**config.mk**
```make
export PLATFORM = sky130hd
export DESIGN_NAME = alu_serial_ctrl_flat
export DESIGN_NICKNAME = d
export VERILOG_FILES = /design/src/rtl/alu_serial_if.sv /design/src/rtl/alu_serial_ctrl.sv /design/src/flat_wrapper.sv
export SDC_FILE = /design/constraint.sdc
export NUM_CORES = 1
export LEC_CHECK = 0
export CORE_MARGIN = 4
export CORE_UTILIZATION = 45
export DETAILED_ROUTE_END_ITERATION = 6
export PLACE_DENSITY_LB_ADDON = 0.15
export SYNTH_ARGS = -nofsm -noshare
export SYNTH_HDL_FRONTEND = slang
export SYNTH_SLANG_ARGS = --single-unit
```
**constraint.sdc**
```tcl
create_clock -name clk -period 1.8 [get_ports clk]
set_clock_uncertainty 0.05 [all_clocks]
set_input_delay 0.27 -clock clk [delete_from_list [all_inputs] [get_ports clk]]
set_output_delay 0.27 -clock clk [all_outputs]
set_load 0.1 [all_outputs]
```
**src/rtl/alu_serial_if.sv**
```systemverilog
// Request/response bundle between issue logic and the bit-serial ALU.
// The master drives the operation request; the slave returns status, result and flags.
interface alu_serial_if #(
  parameter int WIDTH = 32
);
  logic             start;
  logic [WIDTH-1:0] a;
  logic [WIDTH-1:0] b;
  logic [3:0]       alu_ctrl;
  logic             busy;
  logic             done;
  logic [WIDTH-1:0] result;
  logic             zero;
  logic             overflow;
  logic             cout;

  modport master (
    output start, a, b, alu_ctrl,
    input  busy, done, result, zero, overflow, cout
  );

  modport slave (
    input  start, a, b, alu_ctrl,
    output busy, done, result, zero, overflow, cout
  );
endinterface

```
**src/rtl/alu_serial_ctrl.sv**
```systemverilog
// Bit-serial N-bit ALU: one operand bit per clock, LSB first, through a 1-bit slice
// with a registered carry; a final cycle forms the SLT result and the flags.
module alu_serial_ctrl #(
  parameter int WIDTH = 32,
  parameter int CNT_W = $clog2(WIDTH)
) (
  input logic         clk,
  input logic         rst_n,
  alu_serial_if.slave bus
);

  typedef enum logic [1:0] {
    ST_IDLE   = 2'd0,
    ST_RUN    = 2'd1,
    ST_FINISH = 2'd2
  } state_e;

  localparam logic [CNT_W-1:0] LAST_IDX = CNT_W'(WIDTH - 1);

  state_e           state_q, state_d;
  logic [WIDTH-1:0] a_q, a_d;
  logic [WIDTH-1:0] b_q, b_d;
  logic [3:0]       ctrl_q, ctrl_d;
  logic             carry_q, carry_d;
  logic [CNT_W-1:0] idx_q, idx_d;
  logic [WIDTH-1:0] shreg_q, shreg_d;
  logic             cin_msb_q, cin_msb_d;
  logic             cout_msb_q, cout_msb_d;
  logic             sum_msb_q, sum_msb_d;
  logic             busy_q, busy_d;
  logic             done_q, done_d;
  logic [WIDTH-1:0] result_q, result_d;
  logic             zero_q, zero_d;
  logic             ovf_q, ovf_d;
  logic             cout_q, cout_d;

  // 1-bit slice: operates on the LSB of the operand shift registers.
  logic       a_bit, b_bit;
  logic       slice_sum, slice_cout, slice_res;
  logic [1:0] op;

  assign op         = ctrl_q[1:0];
  assign a_bit      = a_q[0] ^ ctrl_q[3];
  assign b_bit      = b_q[0] ^ ctrl_q[2];
  assign slice_sum  = a_bit ^ b_bit ^ carry_q;
  assign slice_cout = (a_bit & b_bit) | (carry_q & (a_bit ^ b_bit));

  always_comb begin
    unique case (op)
      2'd0:    slice_res = a_bit & b_bit;
      2'd1:    slice_res = a_bit | b_bit;
      2'd2:    slice_res = slice_sum;
      default: slice_res = 1'b0;
    endcase
  end

  // Final-cycle result formation.
  logic             ovf_bit;
  logic [WIDTH-1:0] final_res;

  assign ovf_bit   = cin_msb_q ^ cout_msb_q;
  assign final_res = (op == 2'd3) ? {{(WIDTH-1){1'b0}}, sum_msb_q ^ ovf_bit} : shreg_q;

  // NOTE: every _d gets a default hold value first, so no path can infer a latch.
  always_comb begin
    state_d    = state_q;
    a_d        = a_q;
    b_d        = b_q;
    ctrl_d     = ctrl_q;
    carry_d    = carry_q;
    idx_d      = idx_q;
    shreg_d    = shreg_q;
    cin_msb_d  = cin_msb_q;
    cout_msb_d = cout_msb_q;
    sum_msb_d  = sum_msb_q;
    busy_d     = busy_q;
    done_d     = 1'b0;
    result_d   = result_q;
    zero_d     = zero_q;
    ovf_d      = ovf_q;
    cout_d     = cout_q;

    unique case (state_q)
      ST_IDLE: begin
        idx_d = '0;
        if (bus.start) begin
          a_d     = bus.a;
          b_d     = bus.b;
          ctrl_d  = bus.alu_ctrl;
          carry_d = bus.alu_ctrl[2];
          shreg_d = '0;
          busy_d  = 1'b1;
          state_d = ST_RUN;
        end
      end

      ST_RUN: begin
        shreg_d = {slice_res, shreg_q[WIDTH-1:1]};
        a_d     = a_q >> 1;
        b_d     = b_q >> 1;
        carry_d = slice_cout;
        if (idx_q == LAST_IDX) begin
          cin_msb_d  = carry_q;
          cout_msb_d = slice_cout;
          sum_msb_d  = slice_sum;
          state_d    = ST_FINISH;
        end else begin
          idx_d = idx_q + CNT_W'(1);
        end
      end

      ST_FINISH: begin
        result_d = final_res;
        zero_d   = (final_res == '0);
        ovf_d    = op[1] & ovf_bit;
        cout_d   = op[1] & cout_msb_q;
        done_d   = 1'b1;
        busy_d   = 1'b0;
        idx_d    = '0;
        state_d  = ST_IDLE;
      end

      default: state_d = ST_IDLE;
    endcase
  end

  // NOTE: state uses non-blocking assignments so every flop samples pre-edge values.
  // Datapath registers are reset too: an aborted operation must leave nothing behind.
  always_ff @(posedge clk or negedge rst_n) begin
    if (!rst_n) begin
      state_q    <= ST_IDLE;
      a_q        <= '0;
      b_q        <= '0;
      ctrl_q     <= '0;
      carry_q    <= 1'b0;
      idx_q      <= '0;
      shreg_q    <= '0;
      cin_msb_q  <= 1'b0;
      cout_msb_q <= 1'b0;
      sum_msb_q  <= 1'b0;
      busy_q     <= 1'b0;
      done_q     <= 1'b0;
      result_q   <= '0;
      zero_q     <= 1'b0;
      ovf_q      <= 1'b0;
      cout_q     <= 1'b0;
    end else begin
      state_q    <= state_d;
      a_q        <= a_d;
      b_q        <= b_d;
      ctrl_q     <= ctrl_d;
      carry_q    <= carry_d;
      idx_q      <= idx_d;
      shreg_q    <= shreg_d;
      cin_msb_q  <= cin_msb_d;
      cout_msb_q <= cout_msb_d;
      sum_msb_q  <= sum_msb_d;
      busy_q     <= busy_d;
      done_q     <= done_d;
      result_q   <= result_d;
      zero_q     <= zero_d;
      ovf_q      <= ovf_d;
      cout_q     <= cout_d;
    end
  end

  assign bus.busy     = busy_q;
  assign bus.done     = done_q;
  assign bus.result   = result_q;
  assign bus.zero     = zero_q;
  assign bus.overflow = ovf_q;
  assign bus.cout     = cout_q;

endmodule

```
**src/flat_wrapper.sv**
```systemverilog
// flat-port wrapper written by rule: the top's interface ports become plain ports
module alu_serial_ctrl_flat 
#(
  parameter int WIDTH = 32,
  parameter int CNT_W = $clog2(WIDTH)
)
  (clk, rst_n, bus_start, bus_a, bus_b, bus_alu_ctrl, bus_busy, bus_done, bus_result, bus_zero, bus_overflow, bus_cout);
  alu_serial_if #(.WIDTH(WIDTH)) bus_i ();
  input logic clk;
  input logic rst_n;
  input wire logic [$bits(bus_i.start)-1:0] bus_start;
  input wire logic [$bits(bus_i.a)-1:0] bus_a;
  input wire logic [$bits(bus_i.b)-1:0] bus_b;
  input wire logic [$bits(bus_i.alu_ctrl)-1:0] bus_alu_ctrl;
  output wire logic [$bits(bus_i.busy)-1:0] bus_busy;
  output wire logic [$bits(bus_i.done)-1:0] bus_done;
  output wire logic [$bits(bus_i.result)-1:0] bus_result;
  output wire logic [$bits(bus_i.zero)-1:0] bus_zero;
  output wire logic [$bits(bus_i.overflow)-1:0] bus_overflow;
  output wire logic [$bits(bus_i.cout)-1:0] bus_cout;
  assign bus_i.start = bus_start;
  assign bus_i.a = bus_a;
  assign bus_i.b = bus_b;
  assign bus_i.alu_ctrl = bus_alu_ctrl;
  assign bus_busy = bus_i.busy;
  assign bus_done = bus_i.done;
  assign bus_result = bus_i.result;
  assign bus_zero = bus_i.zero;
  assign bus_overflow = bus_i.overflow;
  assign bus_cout = bus_i.cout;
  alu_serial_ctrl #(.WIDTH(WIDTH), .CNT_W(CNT_W)) u_core (.clk(clk), .rst_n(rst_n), .bus(bus_i));
endmodule
```
==> run metrics, run 1 <==
worst endpoint required time 2040 ps; PD cells 1490 nW/um^2; Synth Register Bits 148; CP delay by family, top adder cells; YS warnings 0; CP max FO 2; Total GRT Usage 17.2%; Netlist Area Pre-Place 6250 um^2; status completed; GPL Wtd Cong 0.778; Initial Utilization 46.6%; first-pass GRT wire length 22200 um; Post-Synth Adder-Cell Area 1.12%; row count 42; multiplexer share of the synthesized area 11.4%; WS Path Type flop to flop; CP peak stage delay 510 ps; Final ANT Viol Nets 0; DR pass1 iterations 5; ranking of synthesized cells by area dfrtp_1 59%, mux2i_1 9.9%, a22o_1 9.1%, o21ai_0 4.8%, nand2_1 4.3%; Max Cap Violations 0; simple-gate area share of the yosys netlist 7.19%; initial antenna violation count 0; grt ovf 0; Worst setup EP type flop; nets@finish 706; largest net degree at the start of global routing 51; Clock Root Buffer clkbuf_16; non-filler cells, final 817; syn avg cell area 12.1 um^2; Least-Margin Pin Slew 396 ps; Seq/Total Area, Yosys 59.3%; drt wl/cell 15.8 um; CTS max path bufs 2; CTS tree built; fin worst setup slack 81.3 ps; Hold Vio Cnt, Final 0; TritonCTS Buffers 17; pre-CTS setup slack -21.3 ps; Port Buffer Count 107; Max Slew Vio Count 0; Synth-to-Final Area Change 37.7%; post-layout min period 1720 ps; DP Wirelength 9240 um; htree depth 4; Comb pwr share 31.4%; Setup crit start kind flop; I/O pins 108; vias post-DR 4329; CP Cell Sequence xnor2_2 -> inv_1 -> fa_1 -> nand3b_1 -> o21ai_0 -> a22o_1; commonest non-fill, non-tap cell in the layout dfrtp_1; Mapped Cells 517; sw frac 31.9%; DR DRC count 0; number of diodes 0; drt initial violations 215; clk_lat worst skew 410 ps; VDD IR max 0.664 mV; clock transition at the registers of the reported paths 50 ps; critical path's slowest cell fa_1; Die Ht 126 um; routed vias/inst 5.30; vias in the first global route 4637; RSZ-0062 raised after global routing false; CP Buf/Inv Count 1; TNS Setup 0 ps; Cell Count Post-Placement 785; Die Width 126 um; Sw Pwr 4.10 mW; filler cell count 1065; XOR/XNOR share of the synthesized area 0.841%; clock share of power 26.8%; Int Pwr 8.76 mW; top cell type's share of synthesized area 59.3%; Netlist cell types 41; share of cells above drive strength 1 16.4%; critical path data arrival time 1960 ps; CORE AREA 13400 um^2; Seq pwr share 41.9%; clock sink count 148; Leak 4.12 nW; die area 15800 um^2; compound-cell area share of the yosys netlist 16.2%; final setup violation count 0; leading area contributor after synthesis dfrtp_1; Slew HR 73.6%; Hold Path Class input pin to asynchronous set/reset pin; Syn Nets 593; main combinational cell family by area after synthesis compound AO/OA/AOI/OAI gates; most frequent cells in the layout 148 x dfrtp_1, 71 x nand2_1, 69 x clkdlybuf4s50_1, 65 x a22o_1, 62 x mux2i_1; final wirelength 12900 um; fmax 0.582 GHz; period utilisation layout 95.5%
## state kept, by name, indices dropped and copies added, names as in the netlist
signal               cells
u_core.bus.busy          1
u_core.cout_msb_q        1
u_core.shreg_q          32
u_core.bus.done          1
u_core.sum_msb_q         1
u_core.cin_msb_q         1
u_core.bus.cout          1
u_core.bus.overflow      1
u_core.state_q           2
u_core.bus.zero          1
u_core.a_q              32
u_core.carry_q           1
u_core.ctrl_q            4
u_core.b_q              32
u_core.bus.result       32
u_core.idx_q             5
## worst register-to-register path, stage by stage, from the launching register on
cell and delay, ps:
dfrtp_1 410, xnor2_2 180, inv_1 100, fa_1 510, nand3b_1 90, o21ai_0 80, a22o_1 190
## worst paths after layout
path	start	end	slack [ps]	cells past startpoint
max	u_core.ctrl_q[3]$_DFFE_PN0P_	u_core.shreg_q[31]$_DFFE_PN0P_	80	6
min	rst_n	u_core.bus.result[27]$_DFFE_PN0P_	290	2
max reg2reg	u_core.ctrl_q[3]$_DFFE_PN0P_	u_core.shreg_q[31]$_DFFE_PN0P_	80	6
min reg2reg	u_core.a_q[1]$_DFFE_PN0P_	u_core.a_q[1]$_DFFE_PN0P_	430	2
max in group asynchronous	rst_n	u_core.a_q[20]$_DFFE_PN0P_	840	3
min in group clk	u_core.a_q[1]$_DFFE_PN0P_	u_core.a_q[1]$_DFFE_PN0P_	430	2
## stage by stage
step           hold slack (ps)  area, um^2  utilization (%)  power [mW]
3_5_place_dp               149        7990             59.6        9.45
2_1_floorplan            -75.6        6250                -        8.14
3_3_place_gp               147        7990             59.6        9.21
5_1_grt                    311        8600             64.2        13.7
4_1_cts                    289        8580             64.1        12.9
6_report                   287        8600             64.2        12.9
## cells by family (layout without fill, tap and decap cells)
logic type | Yosys count | after routing
adder cells (fa/ha/maj) | 5 | 5
multiplexers | 69 | 69
buffers and inverters | 43 | 167
XOR/XNOR | 6 | 6
flip-flops | 148 | 148
AND/OR/NAND/NOR | 98 | 98
AO/OA/AOI/OAI | 148 | 148
## power groups by stage
stage / Combinational [mW] / Sequential (mW) / Clock [mW]
floorplan: 2.86 / 5.28 / 0
global placement: 3.86 / 5.36 / 0
detailed placement: 4.04 / 5.41 / 0
CTS: 4.06 / 5.37 / 3.50
global route: 4.48 / 5.54 / 3.66
finish: 4.03 / 5.38 / 3.44
## cells in the mapped netlist
cell and instances:
a21o_1 1, a21oi_1 5, a21oi_2 1, a22o_1 65
a22oi_1 4, a32o_1 1, and2_1 2, and2b_1 1
and3_1 1, buf_12 1, buf_2 19, buf_4 6
buf_6 2, buf_8 1, clkbuf_1 9, dfrtp_1 148
fa_1 1, ha_1 4, inv_1 5, mux2_1 1
mux2_2 3, mux2_4 3, mux2i_1 62, nand2_1 71
nand2_4 1, nand2b_1 1, nand3_1 1, nand3b_1 1
nand4_1 2, nor2_1 1, nor2b_1 5, nor2b_2 1
nor2b_4 1, nor4_1 7, o21ai_0 60, o21ai_1 10
o21bai_2 1, or2_2 1, or3_1 1, xnor2_1 2
xor2_1 4
## routing by layer
metal | vias to the layer above | GRT usage (%) | routed length, um
li1 | 2084 | - | -
met1 | 2118 | 21.2 | 5660
met2 | 110 | 28.5 | 6460
met3 | 17 | 5.04 | 634
met4 | 0 | 6.94 | 191
met5 | - | 0 | 0
## area by class of cell
type / count / area (um^2) / share of cell area (%)
multi-input cells: 326 / 2320 / 27.0
clock inverters: 4 / 70.1 / 0.814
repair buffers: 132 / 1760 / 20.4
inverters: 5 / 18.8 / 0.218
well taps: 176 / 220 / 2.56
flip-flops and latches: 148 / 3700 / 43.0
clock buffers: 26 / 509 / 5.92
## repair_timing
action | CTS | global route
gates resized for setup | 1 | 4
hold buffers | 1 | 0
setup endpoints to repair | 1 | 3
pin swaps | 0 | 1
buffers inserted | 1 | 0
hold endpoints to repair | 33 | 0
Note: power is estimated with default switching activity, not from simulation.
==> run 2: changes to the inputs <==
TNS_END_PERCENT = 20   (was not set)
==> results of run 2 <==
No change in the layout: final DEF, timing and power equal those of run 1.
